$ cat src/rtl/bcd_down_counter_scan.sv
// rtl/bcd_down_counter_scan.sv - 4-digit BCD down counter with leading-zero blanking and display scan index
module bcd_down_counter_scan #(
  parameter int TICK_DIV = 100000000,
  parameter int SCAN_DIV = 100000,
  parameter bit WRAP     = 1'b0
) (
  input  logic        CLK,
  input  logic        RESET,
  input  logic        LOAD,
  input  logic [15:0] LOAD_VALUE,
  input  logic        ENABLE,
  output logic [4:0]  DIGIT0,
  output logic [4:0]  DIGIT1,
  output logic [4:0]  DIGIT2,
  output logic [4:0]  DIGIT3,
  output logic [1:0]  SEG_SEL,
  output logic        ZERO,
  output logic        RUNNING
);

  localparam int TW = $clog2(TICK_DIV);
  localparam int SW = $clog2(SCAN_DIV);
  localparam logic [TW-1:0] TICK_LAST = TW'(TICK_DIV - 1);
  localparam logic [SW-1:0] SCAN_LAST = SW'(SCAN_DIV - 1);

  typedef enum logic [1:0] {S_IDLE, S_RUN, S_EXPIRED} state_t;

  state_t            state_q, state_d;
  logic [3:0][3:0]   count_q, count_d;
  logic [TW-1:0]     tick_cnt_q, tick_cnt_d;
  logic [SW-1:0]     scan_cnt_q;
  logic [1:0]        seg_sel_q;
  logic              zero_q;
  logic              tick;
  logic [3:0][3:0]   load_val;
  logic              load_is_zero;

  function automatic logic [3:0][3:0] bcd_clamp(input logic [3:0][3:0] v);
    logic [3:0][3:0] r;
    for (int i = 0; i < 4; i++) r[i] = (v[i] > 4'd9) ? 4'd9 : v[i];
    return r;
  endfunction

  // Ripple borrow: 0000 naturally becomes 9999, which is the wrap value.
  function automatic logic [3:0][3:0] bcd_dec(input logic [3:0][3:0] c);
    logic [3:0][3:0] r;
    logic            borrow;
    r      = c;
    borrow = 1'b1;
    for (int i = 0; i < 4; i++) begin
      if (borrow) begin
        if (c[i] == 4'd0) begin
          r[i] = 4'd9;
        end else begin
          r[i]   = c[i] - 4'd1;
          borrow = 1'b0;
        end
      end
    end
    return r;
  endfunction

  assign tick         = (state_q == S_RUN) && ENABLE && (tick_cnt_q == TICK_LAST);
  assign load_val     = bcd_clamp(LOAD_VALUE);
  assign load_is_zero = (load_val == '0);

  always_comb begin
    state_d    = state_q;
    count_d    = count_q;
    tick_cnt_d = tick_cnt_q;
    if (LOAD) begin
      count_d    = load_val;
      tick_cnt_d = '0;
      if (ENABLE && !load_is_zero)      state_d = S_RUN;
      else if (ENABLE && !WRAP)         state_d = S_EXPIRED;
      else                              state_d = S_IDLE;
    end else begin
      unique case (state_q)
        S_IDLE: begin
          if (ENABLE) begin
            if (count_q != '0)          state_d = S_RUN;
            else if (!WRAP)             state_d = S_EXPIRED;
          end
        end
        S_RUN: begin
          if (!ENABLE) begin
            state_d = S_IDLE;
          end else if (tick) begin
            tick_cnt_d = '0;
            if (!WRAP && count_q == 16'h0001) begin
              count_d = '0;
              state_d = S_EXPIRED;
            end else if (WRAP || count_q != '0) begin
              count_d = bcd_dec(count_q);
            end
          end else begin
            tick_cnt_d = tick_cnt_q + TW'(1);
          end
        end
        S_EXPIRED: state_d = S_EXPIRED;
        default:   state_d = S_IDLE;
      endcase
    end
  end

  always_ff @(posedge CLK) begin
    if (RESET) begin
      state_q    <= S_IDLE;
      count_q    <= '0;
      tick_cnt_q <= '0;
      zero_q     <= 1'b1;
    end else begin
      state_q    <= state_d;
      count_q    <= count_d;
      tick_cnt_q <= tick_cnt_d;
      zero_q     <= (count_d == '0);
    end
  end

  // Scan index free-runs in every state; only RESET restarts it.
  always_ff @(posedge CLK) begin
    if (RESET) begin
      scan_cnt_q <= '0;
      seg_sel_q  <= 2'd0;
    end else if (scan_cnt_q == SCAN_LAST) begin
      scan_cnt_q <= '0;
      seg_sel_q  <= seg_sel_q + 2'd1;
    end else begin
      scan_cnt_q <= scan_cnt_q + SW'(1);
    end
  end

  logic blank3, blank2, blank1;
  assign blank3 = (count_q[3] == 4'd0);
  assign blank2 = blank3 && (count_q[2] == 4'd0);
  assign blank1 = blank2 && (count_q[1] == 4'd0);

  assign DIGIT0  = {1'b0,   count_q[0]};
  assign DIGIT1  = {blank1, count_q[1]};
  assign DIGIT2  = {blank2, count_q[2]};
  assign DIGIT3  = {blank3, count_q[3]};
  assign SEG_SEL = seg_sel_q;
  assign ZERO    = zero_q;
  assign RUNNING = (state_q == S_RUN);

endmodule

$ cat config.mk
export PLATFORM = sky130hd
export DESIGN_NAME = bcd_down_counter_scan
export DESIGN_NICKNAME = d
export VERILOG_FILES = /design/src/rtl/bcd_down_counter_scan.sv
export SDC_FILE = /design/constraint.sdc
export NUM_CORES = 1
export LEC_CHECK = 0
export CORE_ASPECT_RATIO = 0.75
export CORE_MARGIN = 5
export CORE_UTILIZATION = 50
export DETAILED_ROUTE_END_ITERATION = 10
export HOLD_SLACK_MARGIN = 0.02
export PLACE_DENSITY = 0.71
export SLEW_MARGIN = 30
export SYNTH_ARGS = -nofsm -noshare
export SYNTH_HDL_FRONTEND = slang
export SYNTH_SLANG_ARGS = --single-unit
$ cat constraint.sdc
create_clock -name CLK -period 3.94 [get_ports CLK]
set_clock_uncertainty 0.05 [all_clocks]
set_input_delay 0.788 -clock CLK [delete_from_list [all_inputs] [get_ports CLK]]
set_output_delay 0.788 -clock CLK [all_outputs]
set_load 0.01 [all_outputs]
### Word-level counts from Yosys, hierarchy flattened

Index checks and enable logic that the tools add are counted.

* flip-flop bits (word level): 65
* output and inout bits: 24
* logic and storage cells: 96

* add/sub/neg operators: 7
* magnitude comparators: 4
* eq/ne operators: 8
* mux-type cells: 50
* reduce and logical (&&, ||, !) cells: 18

Operators with widths (count)
* 16-bit 2-to-1 mux: 6
* 4-bit 2-to-1 mux: 11
* 16-bit zero test: 2
* 27-bit by 1-bit adder with 27-bit output (second input constant): 1
* 27-bit equality test (second input constant): 1
* 27-bit 2-to-1 mux: 1
* 1-bit 2-to-1 mux: 23
* 17-bit by 1-bit adder with 17-bit output (second input constant): 1
* 17-bit equality test (second input constant): 1
* 16-bit by 1-bit equality test with 1-bit output (second input constant): 1
* 4-bit greater-than comparator (second input constant): 4
* 4-bit zero test: 4
* 2-bit 2-to-1 mux: 8
* 16-bit nonzero test: 1
* 4-bit by 1-bit subtractor with 4-bit output (second input constant): 4
* 4-bit by 3-bit inequality test with 1-bit output (second input constant): 2
* 2-bit one-hot mux with 3 select lines: 1
* 1-bit logical AND: 5
* 2-bit OR reduction: 2
* 3-bit inequality test (second input constant): 1
* 3-bit AND reduction: 1
* 2-bit by 1-bit adder with 2-bit output (second input constant): 1
* 2-bit by 1-bit equality test with 1-bit output (second input constant): 1
* 2-bit equality test (second input constant): 1
* other kinds (3): 3

### Logic depth before layout (Yosys ltp)

* depth after elaboration: 30
* depth in mapped cells: 10

### Worst setup path after synthesis

OpenSTA, ideal clock, no wires.

* kind: input to register
* start: input port ENABLE
* end: register zero_q, in the netlist ZERO
* setup time: 0.087 ns
* arrival time: 2.996 ns
* slack: 0.807 ns
* stages: 8
* buffers on the path: 1
* cell sequence: nand4b_1 or4_1 clkbuf_1 nor4_4 mux2i_1 a21oi_1 or4_1 o31ai_1

* longest elaborated chain between the ends: 7

RTL lines
* start, declared: RTL line 11 `input logic ENABLE,`
* 1-bit logical AND (2 in series): RTL line 63 `assign tick = (state_q == S_RUN) && ENABLE && (tick_cnt_q == TICK_LAST);`
* 16-bit 2-to-1 mux: RTL line 88 `end else if (tick) begin`
* 16-bit 2-to-1 mux *: RTL line 86 `if (!ENABLE) begin`
* 16-bit 2-to-1 mux *: RTL line 78 `unique case (state_q)`
* 16-bit 2-to-1 mux *: RTL line 71 `if (LOAD) begin`
* 16-bit zero test *: RTL line 116 `zero_q <= (count_d == '0);`
* end signal, assigned: RTL line 116
* end, declared: RTL line 33 `logic zero_q;`

Every way passes the cells marked *; elsewhere a longest branch is shown, timed or not.
A chain may end at the register's enable or synchronous reset.

### Final worst setup path

Same ends and word-level chain as after synthesis.

==> results.txt <==
EDFF count, synth: 0
Mapped Cells: 448
H-tree levels: 3
Critical Path End Type: flip-flop
Yosys warns: 0
Critical Path Most Common Cell: o31ai_1
Setup Crit Path Kind: in -> reg
Vias in the first global route: 3,274
Core area: 6900 µm²
Antenna Cells: 0
Cell area after synthesis: 3600 µm²
Final period util: 88.0%
WP depth: 8
CP endpoint: ZERO
Critical Path Fanout Max: 8
Unrepaired setup endpoints after global routing: no
Total power: 1480 µW
Chip Height: 83.5 µm
CP max stage cell: or4_1
Final Critical Period: 3.47 ns
FF-to-FF Start: tick_cnt_q[10]
Postcts setup bufs: 0
Sequential share of the synthesized area: 36.1%
Post-cts sizing count: 0
Share of cells above drive strength 1: 7.68%
Post-synth ARST share: 0%
Ys flop type: dfxtp_1
GP Congestion: 0.934
Nets: 514
Critical Path Start Type: input pin
Site row count: 26
Clock Sinks: 65
# IOs: 44
Final hold vios: 0
Avg Cell Area, Syn: 8.04 µm²
Mapped Nets: 472
Worst vdd ir: 0.222 mV
Rel. slew slack: 40.6%
Initial DRC Count: 298
Dpl hpwl: 7.25 mm
Total CTS buffers: 9
CP Buf/Inv Count: 1
Setup crit start: ENABLE
Worst endpoint required time: 4.16 ns
Hold Buf Count CTS: 0
GRT Util Overall: 22.3%
Drt wl/cell: 16.7 µm
DRC viols: 0
DR pass1 iterations: 5
Largest net degree at the start of global routing: 26
Drt total wl: 9.88 mm
R2R depth: 7
Die W: 108 µm
Die Footprint: 9020 µm²
PortBufs: 42
Post-route ant nets: 0
Hold path cells: 1
Arr. time, crit path: 3.69 ns
Status: finished, final reports clean
Max-Cap Viols: 0
Clock Root Buffer: clkbuf_8
Setup TNS: 0 ns
FF+latch count, synth: 65
Slowest stage delay, CP: 0.75 ns
Reg clk slew, reported paths: 0.07 ns
PwrDens: 342 nW/µm²
Global route overflow: 0
Slew @ Worst Pin: 0.883 ns
Synth unique cells: 58
Starting Density: 52.2%
Crit path max-delay family: compound AO/OA/AOI/OAI gates
Clk buf depth: 2
R2R setup slack: 0.72 ns
Maximum clock rate: 0.288 GHz
HP Start: scan_cnt_q[0]
Reg2reg end: ZERO
Max-slew violations: 0
Critical Path, Cell by Cell: clkdlybuf4s50_1 -> nand4b_1 -> or4_1 -> o31ai_1 -> a31oi_1 -> a2111oi_0 -> nand4_1 -> o31ai_1
Worst skew pair latency: 0.35 ns
Hold Crit Class: reg -> reg
CTS tree: yes
Global-route wire length before repair: 16.2 mm
Static leakage power: 0.00145 µW
Routed vias/inst: 5.98
Final setup viols: 0
Initial antenna violation count: 0
Layout area overhead: 20.1%
Fillers: 621
Vias: 3,549
cells by family (layout without fill, tap and decap cells):
| family | count (synthesis) | after routing | share of synthesized area [%] |
|---|---|---|---|
| other | 1 | 1 | 0.104 |
| AOI/OAI and AO/OA | 72 | 72 | 13.2 |
| buffers and inverters | 35 | 82 | 4.31 |
| DFF | 65 | 65 | 36.1 |
| adders and majority gates | 4 | 4 | 1.39 |
| xor gates and xnor gates | 37 | 37 | 9.00 |
| muxes | 4 | 4 | 1.11 |
| and+or+nand+nor | 230 | 230 | 34.7 |
stage by stage:
step           area, µm²  hold slack (ns)  setup slack [ns]  utilization (%)  instances
3_3_place_gp        4120            0.407             0.221             59.7        577
5_1_grt             4320            0.453             0.231             62.7        593
3_5_place_dp        4120            0.418             0.167             59.7        577
4_1_cts             4320            0.437             0.507             62.7        593
6_report            4320            0.432             0.473             62.7        593
2_1_floorplan       3600            0.391             0.807                -        448
sequential cells by signal, indices dropped and copies added, names as in the netlist:
signal,flops
SEG_SEL,2
state_q,2
DIGIT2,4
scan_cnt_q,17
DIGIT1,4
tick_cnt_q,27
DIGIT3,4
ZERO,1
DIGIT0,4
worst min path at each step:
stage | to
global route | scan_cnt_q[0]
finish | scan_cnt_q[0]
CTS | scan_cnt_q[0]
detailed placement | scan_cnt_q[0]
floorplan | scan_cnt_q[0]
global placement | scan_cnt_q[0]
cell usage in the layout, fill, tap and decap left out, types with 12 or more instances in the layout:
cell / synthesis / final
xnor2_1: 17 / 17
nand2_1: 33 / 33
dfxtp_1: 65 / 65
a21oi_1: 14 / 14
xor2_1: 20 / 20
nor4_1: 14 / 14
o21ai_0: 18 / 18
nand3_1: 19 / 19
nor2_1: 71 / 71
inv_1: 12 / 12
nor3_1: 17 / 17
clkdlybuf4s50_1: 0 / 42
layout make-up:
class	count	area, µm²	area share [%]
Clock inverter	6	66.3	1.53
Sequential cell	65	1300	30.1
Multi-Input combinational cell	348	2140	49.6
Timing Repair Buffer	53	503	11.6
Tap cell	98	123	2.84
Inverter	13	48.8	1.13
Clock buffer	10	138	3.18
metal layers:
metal | track usage, % | wire length, µm
met5 | 0 | 0
met4 | 6.42 | 140
met3 | 5.57 | 813
met2 | 33.4 | 4220
met1 | 31.7 | 4710
report_power, final:
group | leakage [µW] | switching (µW) | internal, µW
logic | 0.000817 | 107 | 88.7
clock network | 0.000107 | 278 | 311
registers | 0.000528 | 21.9 | 671
total | 0.00145 | 407 | 1070
Yosys cell counts, types with 2 or more instances:
cell type / count / share of area [%]
nor2_1: 71 / 7.4
dfxtp_1: 65 / 36
nand2_1: 33 / 3.4
xor2_1: 20 / 4.9
nand3_1: 19 / 2.6
o21ai_0: 18 / 2.5
nor3_1: 17 / 2.4
xnor2_1: 17 / 4.1
clkbuf_1: 16 / 1.7
a21oi_1: 14 / 1.9
nor4_1: 14 / 2.4
inv_1: 12 / 1.3
and2_1: 11 / 1.9
and3_1: 9 / 1.6
nand4_1: 9 / 1.6
or4_1: 9 / 1.9
a211oi_1: 7 / 1.5
nand4b_1: 6 / 1.5
or3_1: 6 / 1.0
o21a_1: 5 / 1.0
o31ai_1: 5 / 1.0
a31oi_1: 4 / 0.69
buf_4: 4 / 0.83
ha_1: 4 / 1.4
mux2i_1: 4 / 1.1
nor3b_1: 4 / 0.83
nand4bb_1: 3 / 0.94
o211ai_1: 3 / 0.63
and4_1: 2 / 0.49
nor4_2: 2 / 0.69
nor4b_1: 2 / 0.49
o211a_1: 2 / 0.56
o21bai_1: 2 / 0.42
o41a_1: 2 / 0.63
o41ai_1: 2 / 0.49
or3b_2: 2 / 0.49
or4_4: 2 / 0.63
worst register-to-register path: stages, from the launching register on:
cell	delay [ns]
dfxtp_1	0.37
or4b_4	0.59
nor4_2	0.58
nand2_1	0.32
o21ai_1	0.33
o21ai_0	0.17
or4_1	0.52
o31ai_1	0.22
(Power assumes the default switching activity.)
